$ cat src/rtl/reg_writeback_ctrl.sv
// Purpose: owns the register-file write port, merging ALU results and in-order
//          load returns, with a busy scoreboard for outstanding loads and RAW hazard detection.
// Latency: 1 cycle from acceptance to reg_write_en. Backpressure: memory beats ALU; ALU stalls on a busy rd.
// Optional: define WB_BYPASS_EN to add fwd1/fwd2 forwarding ports and drop the in-flight hazard term.
module reg_writeback_ctrl #(
  parameter int LD_DEPTH = 2
) (
  input  logic        clk,
  input  logic        reset,
  input  logic        alu_valid,
  input  logic [2:0]  alu_rd,
  input  logic [9:0]  alu_data,
  output logic        alu_ready,
  input  logic        ld_issue,
  input  logic [2:0]  ld_issue_rd,
  output logic        ld_issue_ready,
  input  logic        mem_rvalid,
  input  logic [9:0]  mem_rdata,
  input  logic [2:0]  src1,
  input  logic [2:0]  src2,
  output logic        raw_hazard,
`ifdef WB_BYPASS_EN
  output logic        fwd1_sel,
  output logic [9:0]  fwd1_data,
  output logic        fwd2_sel,
  output logic [9:0]  fwd2_data,
`endif
  output logic [2:0]  write_reg,
  output logic [9:0]  write_data,
  output logic        reg_write_en,
  output logic [7:0]  busy_mask,
  output logic        resp_err
);

  localparam int PW = $clog2(LD_DEPTH);
  localparam int CW = PW + 1;
  localparam logic [CW-1:0] FULL_CNT = CW'(LD_DEPTH);

  // Load-tag FIFO state
  logic [2:0]    tag_q [LD_DEPTH];
  logic [2:0]    tag_d [LD_DEPTH];
  logic [PW-1:0] wr_ptr_q, wr_ptr_d;
  logic [PW-1:0] rd_ptr_q, rd_ptr_d;
  logic [CW-1:0] cnt_q, cnt_d;

  // Writeback and scoreboard state
  logic [2:0] write_reg_q, write_reg_d;
  logic [9:0] write_data_q, write_data_d;
  logic       reg_write_en_q, reg_write_en_d;
  logic [7:0] busy_q, busy_d;
  logic       resp_err_q, resp_err_d;

  logic          fifo_empty;
  logic          push;
  logic          pop;
  logic          alu_acc;
  logic [2:0]    head_tag;
  logic          still_pending;
  logic [PW-1:0] scan_idx;
  logic          wr_hit1;
  logic          wr_hit2;

  // Handshake decode: memory return preempts the ALU; a busy rd stalls the ALU for WAW order
  always_comb begin
    fifo_empty     = (cnt_q == '0);
    ld_issue_ready = (cnt_q != FULL_CNT);
    push           = ld_issue && ld_issue_ready;
    pop            = mem_rvalid && !fifo_empty;
    head_tag       = tag_q[rd_ptr_q];
    alu_ready      = !pop && !busy_q[alu_rd];
    alu_acc        = alu_valid && alu_ready;
  end

  // Does any entry behind the head (i.e. remaining after the pop) still target the head register?
  always_comb begin
    still_pending = 1'b0;
    scan_idx      = rd_ptr_q;
    for (int k = 1; k < LD_DEPTH; k++) begin
      scan_idx = rd_ptr_q + PW'(k);
      if ((CW'(k) < cnt_q) && (tag_q[scan_idx] == head_tag)) begin
        still_pending = 1'b1;
      end
    end
  end

  // FIFO next state: push at write pointer, pop at read pointer, count tracks both
  always_comb begin
    tag_d    = tag_q;
    wr_ptr_d = wr_ptr_q;
    rd_ptr_d = rd_ptr_q;
    cnt_d    = cnt_q;
    if (push) begin
      tag_d[wr_ptr_q] = ld_issue_rd;
      wr_ptr_d        = wr_ptr_q + 1'b1;
    end
    if (pop) begin
      rd_ptr_d = rd_ptr_q + 1'b1;
    end
    case ({push, pop})
      2'b10:   cnt_d = cnt_q + 1'b1;
      2'b01:   cnt_d = cnt_q - 1'b1;
      default: cnt_d = cnt_q;
    endcase
  end

  // Writeback select, busy scoreboard (set applied after clear so it wins) and sticky response error
  always_comb begin
    write_reg_d    = write_reg_q;
    write_data_d   = write_data_q;
    reg_write_en_d = 1'b0;
    busy_d         = busy_q;
    resp_err_d     = resp_err_q;
    if (pop) begin
      reg_write_en_d = 1'b1;
      write_reg_d    = head_tag;
      write_data_d   = mem_rdata;
      if (!still_pending) begin
        busy_d[head_tag] = 1'b0;
      end
    end else if (alu_acc) begin
      reg_write_en_d = 1'b1;
      write_reg_d    = alu_rd;
      write_data_d   = alu_data;
    end
    if (push) begin
      busy_d[ld_issue_rd] = 1'b1;
    end
    if (mem_rvalid && fifo_empty) begin
      resp_err_d = 1'b1;
    end
  end

  // State registers
  always_ff @(posedge clk or negedge reset) begin
    if (!reset) begin
      for (int i = 0; i < LD_DEPTH; i++) begin
        tag_q[i] <= '0;
      end
      wr_ptr_q       <= '0;
      rd_ptr_q       <= '0;
      cnt_q          <= '0;
      write_reg_q    <= '0;
      write_data_q   <= '0;
      reg_write_en_q <= 1'b0;
      busy_q         <= '0;
      resp_err_q     <= 1'b0;
    end else begin
      tag_q          <= tag_d;
      wr_ptr_q       <= wr_ptr_d;
      rd_ptr_q       <= rd_ptr_d;
      cnt_q          <= cnt_d;
      write_reg_q    <= write_reg_d;
      write_data_q   <= write_data_d;
      reg_write_en_q <= reg_write_en_d;
      busy_q         <= busy_d;
      resp_err_q     <= resp_err_d;
    end
  end

  // Hazard and optional forwarding; the regfile is written at the edge but read combinationally
  always_comb begin
    wr_hit1 = reg_write_en_q && (write_reg_q == src1);
    wr_hit2 = reg_write_en_q && (write_reg_q == src2);
`ifdef WB_BYPASS_EN
    fwd1_sel   = wr_hit1;
    fwd1_data  = write_data_q;
    fwd2_sel   = wr_hit2;
    fwd2_data  = write_data_q;
    raw_hazard = busy_q[src1] | busy_q[src2];
`else
    raw_hazard = busy_q[src1] | busy_q[src2] | wr_hit1 | wr_hit2;
`endif
  end

  assign write_reg    = write_reg_q;
  assign write_data   = write_data_q;
  assign reg_write_en = reg_write_en_q;
  assign busy_mask    = busy_q;
  assign resp_err     = resp_err_q;

endmodule

$ cat config.mk
export PLATFORM = sky130hd
export DESIGN_NAME = reg_writeback_ctrl
export DESIGN_NICKNAME = d
export VERILOG_FILES = /design/src/rtl/reg_writeback_ctrl.sv
export SDC_FILE = /design/constraint.sdc
export NUM_CORES = 1
export LEC_CHECK = 0
export ABC_AREA = 1
export CORE_ASPECT_RATIO = 1.4
export CORE_MARGIN = 2
export CORE_UTILIZATION = 42
export CTS_CLUSTER_DIAMETER = 120
export DETAILED_ROUTE_END_ITERATION = 10
export GPL_TIMING_DRIVEN = 1
export PLACE_DENSITY = 0.85
export SYNTH_ARGS = -nofsm -noshare
export SYNTH_HDL_FRONTEND = slang
export SYNTH_SLANG_ARGS = --single-unit
$ cat constraint.sdc
create_clock -name clk -period 1.6 [get_ports clk]
set_clock_uncertainty 0.1 [all_clocks]
set_input_delay 0.32 -clock clk [delete_from_list [all_inputs] [get_ports clk]]
set_output_delay 0.32 -clock clk [all_outputs]
set_load 0.03 [all_outputs]
; ---- Yosys cells after proc, flatten, opt, wreduce, memory -nomap -nowiden
; Index checks and enable logic that the tools add are counted.
[op_classes]
mux = 30
addsub = 4
n_lt_le_gt_ge = 12
n_eq_ne = 6
bitwise = 9
n_reduce_logical = 17
[ops]
columns = cell, count
row1 = $mux W3, 9
row2 = $mux W8, 3
row3 = $lt A3 B4 Y1 const B, 5
row4 = $mux W10, 2
row5 = $logic_and A1 B1 Y1, 11
row6 = $bmux W1 S3, 3
row7 = $eq A3 B3 Y1, 3
row8 = $and A8 B8 Y8, 1
row9 = $mux W1, 8
row10 = $not A8 Y8, 1
row11 = $or A8 B8 Y8, 1
row12 = $bwmux W6, 1
row13 = $demux W1 S3, 2
row14 = $ge A2 B2 Y1 const B, 3
row15 = $ge A3 B1 Y1 const B, 2
row16 = $not A1 Y2, 3
row17 = $pmux W2 S2, 1
row18 = $reduce_bool A2 Y1, 2
row19 = $demux W3 S1, 1
row20 = $logic_not A1 Y1, 3
row21 = $or A1 B1 Y1, 3
row22 = $add A1 B1 Y1 const B, 2
row23 = $add A2 B1 Y2 const B, 1
row24 = $eq A2 B1 Y1 const B, 1
row25 = other kinds (6), 6
[word_totals]
elab_cells = 88
regBits = 33
input_bits = 37

; ---- Longest topological paths before layout
; Gate-level depths: netlist (run 1).
[logic_depth]
ltp_word = 14
depth_mapped = 11

; ---- Least setup slack after synthesis (run 1)
; OpenSTA, ideal clock, no wires.
[synth_timing]
kind = register to register
start = register cnt_q[0]
end = register tag_q[5] (netlist bit)
arrival_ns = 1.505
path_stages_with_launch = 9
n_path_buf = 1
period_less_slack_ns = 1.733
required_time_ns = 1.372
slack_ns = -0.133
cell_sequence = dfrtp_1 inv_1 ha_1 inv_1 nand2_1 or2_2 clkbuf_1 nand2_1 o21ai_0
[synth_via]
elab_chain_cells = 2
[synth_rtl]
columns = element, line_no
row1 = "start, declared", 44  ; logic [CW-1:0] cnt_q, cnt_d;
row2 = "start signal, assigned", 151  ; cnt_q <= cnt_d;
row3 = $ne A2 B2 Y1, 66  ; ld_issue_ready = (cnt_q != FULL_CNT);
row4 = net ld_issue_ready, 16  ; output logic ld_issue_ready,
row5 = $logic_and A1 B1 Y1, 67  ; push = ld_issue && ld_issue_ready;
row6 = "end signal, assigned", 148  ; tag_q <= tag_d;
row7 = "end, declared", 40  ; logic [2:0] tag_q [LD_DEPTH];
; The timed path passes the listed nets, and every way through them passes these cells.
; A chain may end at the register's enable or synchronous reset.

; ---- Final worst setup path (run 1)
[layout_timing]
start = register cnt_q[0]
end = output port alu_ready
[layout_via]
elab_chain_cells = 5
[layout_rtl]
columns = element, line_no
row1 = $logic_not A2 Y1, 65  ; fifo_empty = (cnt_q == '0);
row2 = $logic_not A1 Y1, 68  ; pop = mem_rvalid && !fifo_empty;
row3 = $logic_and A1 B1 Y1, 68
row4 = $logic_not A1 Y1, 70  ; alu_ready = !pop && !busy_q[alu_rd];
row5 = $logic_and A1 B1 Y1, 70
row6 = "end, declared", 13  ; output logic alu_ready,
; Every way passes these cells.

==> results of run 1 <==
[cell usage in the layout (no fill, tap or decap), drive strengths merged, types with 2 or more instances in the layout]
| cell type | synthesis | final |
|---|---|---|
| nand2 | 107 | 108 |
| buf | 5 | 41 |
| dfrtp | 33 | 33 |
| nand3 | 31 | 31 |
| clkdlybuf4s50 | 0 | 27 |
| inv | 25 | 25 |
| dlygate4sd2 | 0 | 21 |
| o21ai | 19 | 19 |
| clkbuf | 2 | 15 |
| nor2 | 11 | 11 |
| xnor2 | 9 | 9 |
| nand4 | 8 | 8 |
| a21oi | 5 | 5 |
| ha | 4 | 4 |
| xor2 | 3 | 3 |
| o211ai | 3 | 3 |
| clkdlybuf4s15 | 0 | 3 |
| dlymetal6s2s | 0 | 2 |
[cells by family after synthesis]
family                   after synthesis  share of synthesized area, %
AND/OR/NAND/NOR                      159                          35.0
buffers and inverters                 33                          7.01
adder cells (fa/ha/maj)                4                          2.55
XOR/XNOR                              12                          5.35
flip-flops                            33                          42.1
AO/OA/AOI/OAI                         29                          8.03
[area by class of cell]
class                   instances  area, um2  area share (%)
multi-input cells             205       1260            37.7
clock buffers                   8       80.1            2.39
well taps                      62       77.6            2.31
flip-flops and latches         33        827            24.7
repair buffers                101        998            29.8
inverters                      26        108            3.21
[metrics by stage]
stage               total power, mW  hold slack (ps)  util, %
floorplan                      3.42            -75.6        -
global placement               4.60              356     62.0
detailed placement             4.69              363     62.0
CTS                            5.29              307     65.0
global route                   6.71              260     74.6
finish                         6.37              248     74.6
[metal layers]
layer	GRT usage [%]	up-vias	share of wire (%)
met3	3.35	33	5.5
met1	23.9	1158	36
met2	38.4	124	54
met5	0	-	0
li1	-	1078	-
met4	9.28	0	3.9
[final timing paths]
path | to | from | cells past startpoint | slack [ps]
worst max-delay path | alu_ready | cnt_q[0]$_DFFE_PN0P_ | 7 | -260
worst min-delay path | resp_err$_DFFE_PN0P_ | mem_rvalid | 2 | 250
worst max register to register | write_reg[1]$_DFFE_PN0P_ | cnt_q[1]$_DFFE_PN0P_ | 12 | -200
worst min register to register | resp_err$_DFFE_PN0P_ | resp_err$_DFFE_PN0P_ | 1 | 390
max in group asynchronous | reg_write_en$_DFF_PN0_ | reset | 2 | 920
min in group asynchronous | busy_mask[1]$_DFF_PN0_ | reset | 2 | 290
[power groups by stage]
stage                     Combinational, mW  Clock [mW]  Sequential (mW)
after CTS                              3.09       0.601             1.60
after global placement                 3.01           0             1.59
after floorplan                        1.36           0             2.06
after detailed placement               3.08           0             1.61
final                                  4.14       0.601             1.62
after global routing                   4.41       0.642             1.66
[repair_timing]
action,in CTS,in global routing
endpoints found under the setup margin,39,32
gates resized for setup,54,76
setup buffers,4,16
pin swaps,6,29
cloned,0,4
==> out/qor.yml, run 1 <==
cpMaxStageDelayCell: "dfrtp_1"
synth_ff_type: "dfrtp_1"
drtPass1Iterations: 4
drt-total-wl_mm: 7.53
grt_util_all_layers_pct: 21.5
rows: 29
cp_data_required_time_ps: 1180
grt-ovfl-total: 0
wl_per_cell_um: 17.3
setup_slack_ps: -261
sw_frac_of_total_pct: 48.7
largest_reg_flops: 10
grt_max_degree: 34
nNetsFinal: 413
power_frac_seq_pct: 25.5
die_w_um: 61.8
drive_gt1_share_pct: 29.8
grt_pass1_vias: 2021
yosys.area.top_type: "dfrtp_1"
synth.distinct_cells: 26
synth.most_common_cell: "nand2_1"
stdcell_area_um2: 3350
cts_root_buffer: "clkbuf_8"
crit_family: "flip-flops"
p_switching_mw: 3.10
cellLeakagePower_nw: 1.67
worstMarginPinSlew_ps: 629
grt_pass1_wl_mm: 8.56
endpoint_kind: "primary output"
post_dp_cell_area_um2: 2790
die-area_um2: 5240
drc: 0
pin_count: 63
hold_violations: 0
slew_viol_final: 0
start_util_pct: 43.6
cts_tree: "done"
synth_seq_cells: 33
status: "finished, violations left"
synthTopCellsByCount: "nand2_1, dfrtp_1, nand3_1, inv_1, o21ai_0"
crit_type: "reg2out"
clkPwrFrac_pct: 9.4
clk_pin_slew_ps: 70
worstHoldPathType: "in2reg"
fin_cells: 435
syn_avg_cell_area_um2: 7.27
ir_drop_mv: 0.951
clock_sinks: 33
power_density_nw_per_um2: 1900
worst_skew_pair.late_latency_ps: 290
numPlacedInstances: 405
cts_buffers: 5
final.min_clock_period_ps: 1860
setup.worst_path.start_class: "flip-flop"
port_buffers: 62
vias: 2393
cts-htree-levels: 2
combPwrFrac_pct: 65.1
drt-initial-drc-count: 210
syn_inst: 270
crit_chain: "inv_2 -> ha_4 -> nor2_4 -> nor2_2 -> nand3_2 -> nand2_4 -> buf_6"
p_int_mw: 3.27
antenna_found_initial: 0
grt_setup_unrepaired: "yes"
place.gp.congestion: 0.859
critPathArrivalTime_ps: 1440
dieHeight_um: 84.9
synth_fp_nets: 311
yosysTopAreaCellShare_pct: 42.1
max_stage_delay_ps: 390
fill_cells: 305
dpl.hpwl_mm: 4.00
crit_buf_inv: 2
clock_path_buffers: 2
synthTopCellsByArea: "dfrtp_1, nand2_1, nand3_1"
core_area_um2: 4500
maxCapViolCount: 0
slew_headroom_pct: 57.6
synth_edf_count: 0
cts_hold_buf: 0
place_ws_ps: -468
area_delta_synth_final_pct: 70.9
violations: "negative setup slack"
ys_seq_area_share_pct: 42.1
max_freq_ghz: 0.537
async_flop_share_pct: 100
path_max_fanout: 3
yosysWarningCount: 0
setup_tns_ps: -3670
fin_crit_sh_pct: 116
postRouteAntennaNets: 0
diodes: 0
synth_area_um2: 1960
via_per_inst: 5.50
setup_viol: 27
(Power assumes the default switching activity.)
==> run 2, diff against run 1 <==
--- a/config.mk
+++ b/config.mk
@@ -11,6 +11,7 @@
 export CORE_UTILIZATION = 42
 export CTS_CLUSTER_DIAMETER = 120
 export DETAILED_ROUTE_END_ITERATION = 10
+export GPL_ROUTABILITY_DRIVEN = 0
 export GPL_TIMING_DRIVEN = 1
 export PLACE_DENSITY = 0.85
 export SYNTH_ARGS = -nofsm -noshare
==> results of run 2 <==
Final layout, timing and power as in run 1 (identical DEF).
